===== src/rtl/wb_timer_pkg.sv =====
// rtl/wb_timer_pkg.sv - register map, bus states and CTRL field positions for wb_timer
package wb_timer_pkg;

   typedef enum logic [2:0] {
      MTIME_LO     = 3'd0,
      MTIME_HI     = 3'd1,
      MTIMECMP_LO  = 3'd2,
      MTIMECMP_HI  = 3'd3,
      TIMER_CTRL   = 3'd4,
      TIMER_STATUS = 3'd5
   } timer_reg_t;

   typedef enum logic {
      WB_IDLE = 1'b0,
      WB_RESP = 1'b1
   } wb_slave_state_t;

   localparam int TIMER_EN_BIT    = 0;
   localparam int TIMER_PRESC_LSB = 8;

endpackage


===== src/rtl/wb_timer_prescaler.sv =====
// rtl/wb_timer_prescaler.sv - divide-by-(PRESC+1) tick generator, freezes when disabled
module timer_prescaler #(
   parameter int PRESC_W = 8
) (
   input  logic               clk_i,
   input  logic               rst_ni,
   input  logic               en_i,
   input  logic [PRESC_W-1:0] presc_i,
   input  logic               clear_i,
   output logic               tick_o
);

   logic [PRESC_W-1:0] cnt_q;

   // A clear restarts the period, so the tick of that cycle is swallowed too.
   assign tick_o = en_i & ~clear_i & (cnt_q == presc_i);

   always_ff @(posedge clk_i or negedge rst_ni) begin
      if (!rst_ni) begin
         cnt_q <= '0;
      end else if (clear_i) begin
         cnt_q <= '0;
      end else if (en_i) begin
         cnt_q <= (cnt_q == presc_i) ? '0 : cnt_q + 1'b1;
      end
   end

endmodule


===== src/rtl/wb_timer.sv =====
// rtl/wb_timer.sv - Wishbone B4 classic machine timer: 64-bit mtime/mtimecmp, level irq
module wb_timer
   import wb_timer_pkg::*;
#(
   parameter logic [31:0] BASE_ADDR = 32'h0200_0000,
   parameter int          PRESC_W   = 8
) (
   input  logic        clk,
   input  logic        rst,
   input  logic        STB,
   input  logic        CYC,
   input  logic [31:0] ADR,
   input  logic [31:0] DAT_I,
   input  logic        WE,
   input  logic [2:0]  CTI_O,
   output logic [31:0] DAT_O,
   output logic        ACK,
   output logic        ERR,
   output logic        RTY,
   output logic        irq
);

   wb_slave_state_t    state_q;
   logic [63:0]        mtime_q, mtime_d, mtimecmp_q, mtimecmp_d;
   logic [31:0]        hi_shadow_q, dat_q, rdata;
   logic [PRESC_W-1:0] presc_q;
   logic               en_q, ack_q, err_q, irq_q;
   logic [2:0]         off;
   logic               req, bad, wr, rd, ctrl_wr, tick;

   assign off     = ADR[4:2];
   assign req     = (state_q == WB_IDLE) & CYC & STB & ~ack_q & ~err_q;
   assign bad     = (ADR[1:0] != 2'b00) | (off > 3'd5)
                  | (ADR[31:5] != BASE_ADDR[31:5])
                  | ((CTI_O != 3'b000) & (CTI_O != 3'b111));
   assign wr      = req & ~bad & WE;
   assign rd      = req & ~bad & ~WE;
   assign ctrl_wr = wr & (off == TIMER_CTRL);

   timer_prescaler #(.PRESC_W(PRESC_W)) u_presc (
      .clk_i   (clk),
      .rst_ni  (rst),
      .en_i    (en_q),
      .presc_i (presc_q),
      .clear_i (ctrl_wr),
      .tick_o  (tick)
   );

   // Bus writes to mtime override a coincident tick; no carry crosses halves.
   always_comb begin
      mtime_d    = tick ? mtime_q + 64'd1 : mtime_q;
      mtimecmp_d = mtimecmp_q;
      if (wr) begin
         case (off)
            MTIME_LO:    mtime_d    = {mtime_q[63:32], DAT_I};
            MTIME_HI:    mtime_d    = {DAT_I, mtime_q[31:0]};
            MTIMECMP_LO: mtimecmp_d = {mtimecmp_q[63:32], DAT_I};
            MTIMECMP_HI: mtimecmp_d = {DAT_I, mtimecmp_q[31:0]};
            default:     ;
         endcase
      end
   end

   always_comb begin
      rdata = '0;
      case (off)
         MTIME_LO:    rdata = mtime_q[31:0];
         MTIME_HI:    rdata = hi_shadow_q;
         MTIMECMP_LO: rdata = mtimecmp_q[31:0];
         MTIMECMP_HI: rdata = mtimecmp_q[63:32];
         TIMER_CTRL: begin
            rdata[TIMER_EN_BIT]                   = en_q;
            rdata[TIMER_PRESC_LSB +: PRESC_W]     = presc_q;
         end
         TIMER_STATUS: rdata[0] = irq_q;
         default:     ;
      endcase
   end

   always_ff @(posedge clk or negedge rst) begin
      if (!rst) begin
         state_q     <= WB_IDLE;
         ack_q       <= 1'b0;
         err_q       <= 1'b0;
         dat_q       <= '0;
         mtime_q     <= '0;
         mtimecmp_q  <= '1;
         en_q        <= 1'b0;
         presc_q     <= '0;
         hi_shadow_q <= '0;
         irq_q       <= 1'b0;
      end else begin
         mtime_q    <= mtime_d;
         mtimecmp_q <= mtimecmp_d;
         irq_q      <= en_q & (mtime_q >= mtimecmp_q);
         if (ctrl_wr) begin
            en_q    <= DAT_I[TIMER_EN_BIT];
            presc_q <= DAT_I[TIMER_PRESC_LSB +: PRESC_W];
         end
         // Snapshot the upper half so a following MTIME_HI read is coherent.
         if (rd && (off == MTIME_LO)) begin
            hi_shadow_q <= mtime_q[63:32];
         end
         case (state_q)
            WB_IDLE: begin
               if (req) begin
                  state_q <= WB_RESP;
                  ack_q   <= ~bad;
                  err_q   <= bad;
                  dat_q   <= rd ? rdata : '0;
               end
            end
            WB_RESP: begin
               state_q <= WB_IDLE;
               ack_q   <= 1'b0;
               err_q   <= 1'b0;
               dat_q   <= '0;
            end
            default: state_q <= WB_IDLE;
         endcase
      end
   end

   assign DAT_O = dat_q;
   assign ACK   = ack_q;
   assign ERR   = err_q;
   assign RTY   = 1'b0;
   assign irq   = irq_q;

endmodule


===== config.mk =====
export PLATFORM = sky130hd
export DESIGN_NAME = wb_timer
export DESIGN_NICKNAME = d
export VERILOG_FILES = /design/src/rtl/wb_timer_pkg.sv /design/src/rtl/wb_timer_prescaler.sv /design/src/rtl/wb_timer.sv
export SDC_FILE = /design/constraint.sdc
export NUM_CORES = 1
export LEC_CHECK = 0
export ABC_AREA = 1
export CAP_MARGIN = 10
export CORE_UTILIZATION = 40
export CTS_CLUSTER_DIAMETER = 50
export DETAILED_ROUTE_END_ITERATION = 10
export GPL_ROUTABILITY_DRIVEN = 1
export HOLD_SLACK_MARGIN = 0.02
export REMOVE_ABC_BUFFERS = 1
export SLEW_MARGIN = 10
export SYNTH_ARGS = -nofsm -noshare
export SYNTH_HDL_FRONTEND = slang
export SYNTH_HIERARCHICAL = 1
export SYNTH_SLANG_ARGS = --single-unit

===== constraint.sdc =====
create_clock -name clk -period 4.05 [get_ports clk]
set_input_delay 0.81 -clock clk [delete_from_list [all_inputs] [get_ports clk]]
set_output_delay 0.81 -clock clk [all_outputs]
set_load 0.05 [all_outputs]

# Yosys cells after proc, flatten, opt, wreduce, memory -nomap -nowiden
# Index checks and enable logic that the tools add are counted.
[totals]
wordCells = 78
ff_bits = 213
output_inout_bits = 36
in_bits = 72
[op_classes]
n_mux = 20
addsub = 2
n_reduce_logical = 7
bitwise = 23
n_eq_ne = 11
n_lt_le_gt_ge = 2
[op_table]
columns = ["cell", "count"]
rows = [
  ["$pmux 64 s2", 2],
  ["$mux 64", 2],
  ["$add 64x1->64 const B", 1],
  ["$ge 64x64->1", 1],
  ["$mux 32", 2],
  ["$pmux 16 s4", 1],
  ["$pmux 32 s2", 1],
  ["$pmux 8 s5", 1],
  ["$pmux 7 s4", 1],
  ["$ne 27x21->1 const B", 1],
  ["$mux 8", 3],
  ["$and 1x1->1", 12],
  ["$add 8x1->8 const B", 1],
  ["$eq 8x8->1", 1],
  ["$not 1->1", 8],
  ["$eq 3x2->1 const B", 2],
  ["$eq 3x3->1 const B", 2],
  ["$ne 2x2->1 const B", 3],
  ["$pmux 1 s2", 3],
  ["$pmux 1 s6", 1],
  ["$reduce_and 3->1", 2],
  ["$reduce_bool 2->1", 2],
  ["$eq 3x1->1 const B", 1],
  ["$gt 3x3->1 const B", 1],
  ["other kinds (6)", 10],
]

# Depth between registers and ports, before layout
[logic_depth]
ltp_word = 14
depth_mapped = 20

# Hierarchy
# Netlist, hierarchy kept.
[by_module_without_submodules]
columns = ["module", "cells_per_inst", "seq_area_each_um2", "n_inst", "area_per_inst_um2"]
rows = [
  ["wb_timer", 1865, 5210.0, 1, 13160.1],
  ["timer_prescaler", 98, 200.2, 1, 609.3],
]

# Least setup slack after synthesis
# Ideal clock, no wire load.
[synth_path]
kind = "input -> register"
startpoint = "input ADR[30]"
endpoint = "register mtime_q[56]"
n_path_buf = 2
arrival_ns = 2.878
cell_stages = 18
path_slack_ns = 1.038
path_cell_list = "nor2_1 > nand2_1 > nor2_1 > nand2_1 > nor3_4 > nand2_1 > nor2_2 > nor3_2 > clkbuf_2 > inv_1 > buf_2 > nor2_1 > nand3_1 > nor2_1 > nand3_1 > nand2_1 > nand3_1 > o211ai_1"
[synth_via]
elab_chain_len = 13
[synth_rtl]
columns = ["item", "line_no", "source"]
rows = [
  ["start: declaration", "wb_timer.sv:12", "input logic [31:0] ADR,"],
  ["$ne 27x21->1 (*)", "wb_timer.sv:34", "| (ADR[31:5] != BASE_ADDR[31:5])"],
  ["$or 1x1->1 (*)", "wb_timer.sv:34", ""],
  ["$or 1x1->1 (*)", "wb_timer.sv:35", "| ((CTI_O != 3'b000) & (CTI_O != 3'b111));"],
  ["$not 1->1 (*)", "wb_timer.sv:36", "assign wr = req & ~bad & WE;"],
  ["$and 1x1->1 (*) (2 in a row)", "wb_timer.sv:36", ""],
  ["$and 1x1->1 (*)", "wb_timer.sv:38", "assign ctrl_wr = wr & (off == TIMER_CTRL);"],
  ["named net ctrl_wr", "wb_timer.sv:29", "logic req, bad, wr, rd, ctrl_wr, tick;"],
  ["$not 1->1 (*)", "wb_timer_prescaler.sv:16", "assign tick_o = en_i & ~clear_i & (cnt_q == presc_i);"],
  ["$and 1x1->1 (*) (2 in a row)", "wb_timer_prescaler.sv:16", ""],
  ["named net tick", "wb_timer.sv:29", ""],
  ["$mux 64 (*)", "wb_timer.sv:51", "mtime_d = tick ? mtime_q + 64'd1 : mtime_q;"],
  ["$pmux 64 s2", "wb_timer.sv:54", "case (off)"],
  ["$mux 64 (*)", "wb_timer.sv:53", "if (wr) begin"],
  ["end signal: assignment", "wb_timer.sv:93", "mtime_q <= mtime_d;"],
  ["end: declaration", "wb_timer.sv:24", "logic [63:0] mtime_q, mtime_d, mtimecmp_q, mtimecmp_d;"],
]
# Mark *: on every way through the listed nets, which the timed path passes. The rest lies on a longest branch.
# A chain may end at the register's enable or synchronous reset.

# Final worst setup path
[layout_path]
startpoint = "input ADR[4]"
endpoint = "register mtime_q[48]"
[layout_via]
elab_chain_len = 14
[layout_rtl]
columns = ["item", "line_no", "source"]
rows = [
  ["$gt 3x3->1", "wb_timer.sv:33", "assign bad = (ADR[1:0] != 2'b00) | (off > 3'd5)"],
  ["$or 1x1->1", "wb_timer.sv:33", ""],
  ["$or 1x1->1", "wb_timer.sv:34", ""],
  ["$or 1x1->1", "wb_timer.sv:35", ""],
  ["$not 1->1", "wb_timer.sv:36", ""],
  ["$and 1x1->1 (2 in a row)", "wb_timer.sv:36", ""],
  ["$and 1x1->1 (*)", "wb_timer.sv:38", ""],
  ["named net ctrl_wr", "wb_timer.sv:29", ""],
  ["$not 1->1 (*)", "wb_timer_prescaler.sv:16", ""],
  ["$and 1x1->1 (*) (2 in a row)", "wb_timer_prescaler.sv:16", ""],
  ["named net tick", "wb_timer.sv:29", ""],
  ["$mux 64 (*)", "wb_timer.sv:51", ""],
  ["$pmux 64 s2", "wb_timer.sv:54", ""],
  ["$mux 64 (*)", "wb_timer.sv:53", ""],
]
# Marks and branches as above.

==> metrics <==
Post-synth EDFFs 0; die height 188 microns; Non-Filler Instances about 2600; Synth Register Bits 213; grt total ovfl 0; RSZ-0062 raised after global routing false; clock sink count between 200 and 250; Top Ports between 100 and 150; CTS Buffer Depth 3; CP Class input port to register; ys flop type dfrtp_1; layout filler cell count 3464; Initial Util 0.409; status completed; Ys Warns 6; r2r setup slk 1150 ps; initial antenna violation count 0; Achievable Freq 309 MHz; placed cells around 2500; Initial DRT Pass Iterations 5; largest net degree at the start of global routing around 100; endpoints failing hold 0; most common cell in the netlist nand2_1; worst-path fanout max 15; period utilization 0.798; slew of the pin with the lowest slew margin between 800 and 900 ps; Worst EP arrival between 3000 and 4000 ps; Critical R2R Launch u_presc/cnt_q[0]; CP bufs+invs 2; Synth Area per Inst roughly 7 sq um; reg-to-reg endpoint mtime_q[48]; top cells by area, synth dfrtp_1 27%, nand2_1 16%, dfstp_2 12%, o21ai_0 6.3%, inv_1 6.2%; register area share after synthesis 0.393; Tot Pwr 5.04 mW; Post-CTS Hold Fix Bufs 0; clk slew on worst S/H paths approximately 60 ps; top cells by count, synth 584 x nand2_1, 229 x inv_1, 209 x nor2_1; first-pass GRT wire length ~84000 microns; hpwl dp slightly above 40000 microns; Die ar. roughly 35000 sq um; FP Rows 67; Post-Route WL ~55000 microns; CP max stage delay ~560 ps; area leader, netlist dfrtp_1; DR vias ~14000; CP Depth 17; top cell type's share of synthesized area 0.271; Fin Clk Skew ~19 ps; GRT Util Overall 0.316; setup_tns 0 ps; fraction of layout cells with a size suffix above 1 0.0892; gpl congestion around 0.97; min Tclk post-route 3230 ps; crit end category register; setup violators final 0; Hold Path Class input port to asynchronous set/reset pin; Worst Path Required 4510 ps; R2R depth 15; Static Leak between 7 and 8 nW; CTS HTree Levels 1; FFs w/ async S/R, synth 1.00; drt drc 0; vias in the first global route 13605; slowest CP cell clkdlybuf4s50_1; Mapped Cells slightly below 2000; post-route ant nets 0; DR WL/cell 21.6 microns; I/O Buffers around 110; Core Region 33700 sq um; peak supply drop 312 uV; DR vias/cell approximately 5.4; Max Slew Vio Count 0; Area growth, synth to finish 20.0%; critical path, cell by cell clkdlybuf4s50_1 > nand2_1 > nand2_1 > nor2_1 > nand3_1 > nor3_4 > nand2_1 > nor2_2 > nor3_2 > buf_4 > nand3_1 > nor2_1 > nand2_1 > nor2_1 > nand3_1 > nand3_1 > a21oi_1; Antenna diodes 0; Unique masters post-synth 47; Final nets between 2000 and 2500; max-cap viol count 0; CTS tree done; Worst Setup Start Kind input port; Resized Gates After CTS 0; mapped cell area 13800 sq um; # Post-CTS Setup Buffers 0; number of buffers created by CTS 31; Max-slew headroom 0.410; drt initial violations approximately 1100; Die Wd ~190 microns; Worst setup startpoint ADR[4]; Worst-Skew Late Latency 580 ps; CP delay by family, top simple AND/OR/NAND/NOR gates; P per Cell Area 305 nW/um^2; Root Buffer clkbuf_16
how the worst max path moves through the flow:
stage                  endpoint
finish              mtime_q[48]
global route        mtime_q[48]
CTS                 mtime_q[48]
detailed placement  mtime_q[48]
global placement    mtime_q[48]
floorplan           mtime_q[13]
worst register-to-register path, delay by kind of cell, from the launching register on:
kind | cells | cell delay (ps)
AND/OR/NAND/NOR | 12 | 1900
flip-flops | 1 | 430
buffers and inverters | 2 | 410
AO/OA/AOI/OAI | 1 | 60
sequential cells by signal, indices dropped and copies added (netlist names):
| name | flops |
|---|---|
| hi_shadow_q | 32 |
| state_q | 1 |
| DAT_O | 32 |
| irq | 1 |
| presc_q | 8 |
| ERR | 1 |
| mtimecmp_q | 64 |
| mtime_q | 64 |
| u_presc/cnt_q | 8 |
| ACK | 1 |
| en_q | 1 |
final cells by class:
class                           count  area, sq um  share of cell area
Multi-Input combinational cell   1449         7200               0.436
Sequential cell                   213         5410               0.327
Timing Repair Buffer              154         1460              0.0886
Inverter                          235          882              0.0534
Clock buffer                       40          860              0.0520
Tap cell                          448          561              0.0339
Clock inverter                     17          154             0.00931
report_power, final:
part           switching (mW)  internal, mW  total [mW]
logic                   0.150        0.0884       0.238
clock network            1.10          1.58        2.67
registers                   0          2.13        2.13
cells by family after synthesis:
logic type / Yosys count / synth area share
AO/OA/AOI/OAI: 304 / 0.123
XOR/XNOR: 35 / 0.0223
adder cells (fa/ha/maj): 66 / 0.0600
buffers and inverters: 301 / 0.0846
flip-flops: 213 / 0.393
other: 1 / 0.000272
AND/OR/NAND/NOR: 1043 / 0.317
layer usage:
layer	up-vias	routed length, microns	global-route usage
met5	-	0	0
li1	6631	-	-
met4	0	2300	0.118
met2	442	25600	0.530
met3	105	2920	0.0354
met1	6615	24300	0.418
cell usage in the layout, fill, tap and decap left out, types with 5 or more instances in the layout:
cell type / Yosys / routed
nor2_2: 5 / 5
xor2_1: 30 / 30
o22ai_1: 25 / 25
o211ai_1: 27 / 27
o21ai_1: 8 / 8
a21oi_1: 47 / 47
clkdlybuf4s50_1: 0 / 105
xnor2_1: 5 / 5
clkinv_2: 0 / 5
nand4_1: 24 / 24
nor3_1: 35 / 35
ha_1: 66 / 66
inv_1: 229 / 229
o21ai_0: 172 / 172
clkbuf_16: 0 / 31
a211oi_1: 8 / 8
dfrtp_1: 149 / 149
buf_4: 4 / 45
nand2_1: 584 / 582
clkbuf_8: 0 / 5
nand3_1: 166 / 166
dfstp_2: 64 / 64
nor2_1: 209 / 209
a22o_1: 5 / 5
metrics by stage:
stage	hold slack (ps)	setup slack, ps	cell area (sq um)	utilization
after floorplan	444	624	13500	-
after global placement	450	271	15500	0.460
after detailed placement	454	191	15500	0.460
after CTS	310	789	16500	0.490
after global routing	340	600	16500	0.490
final	253	817	16500	0.490
Power figures use the tool's default switching activity.
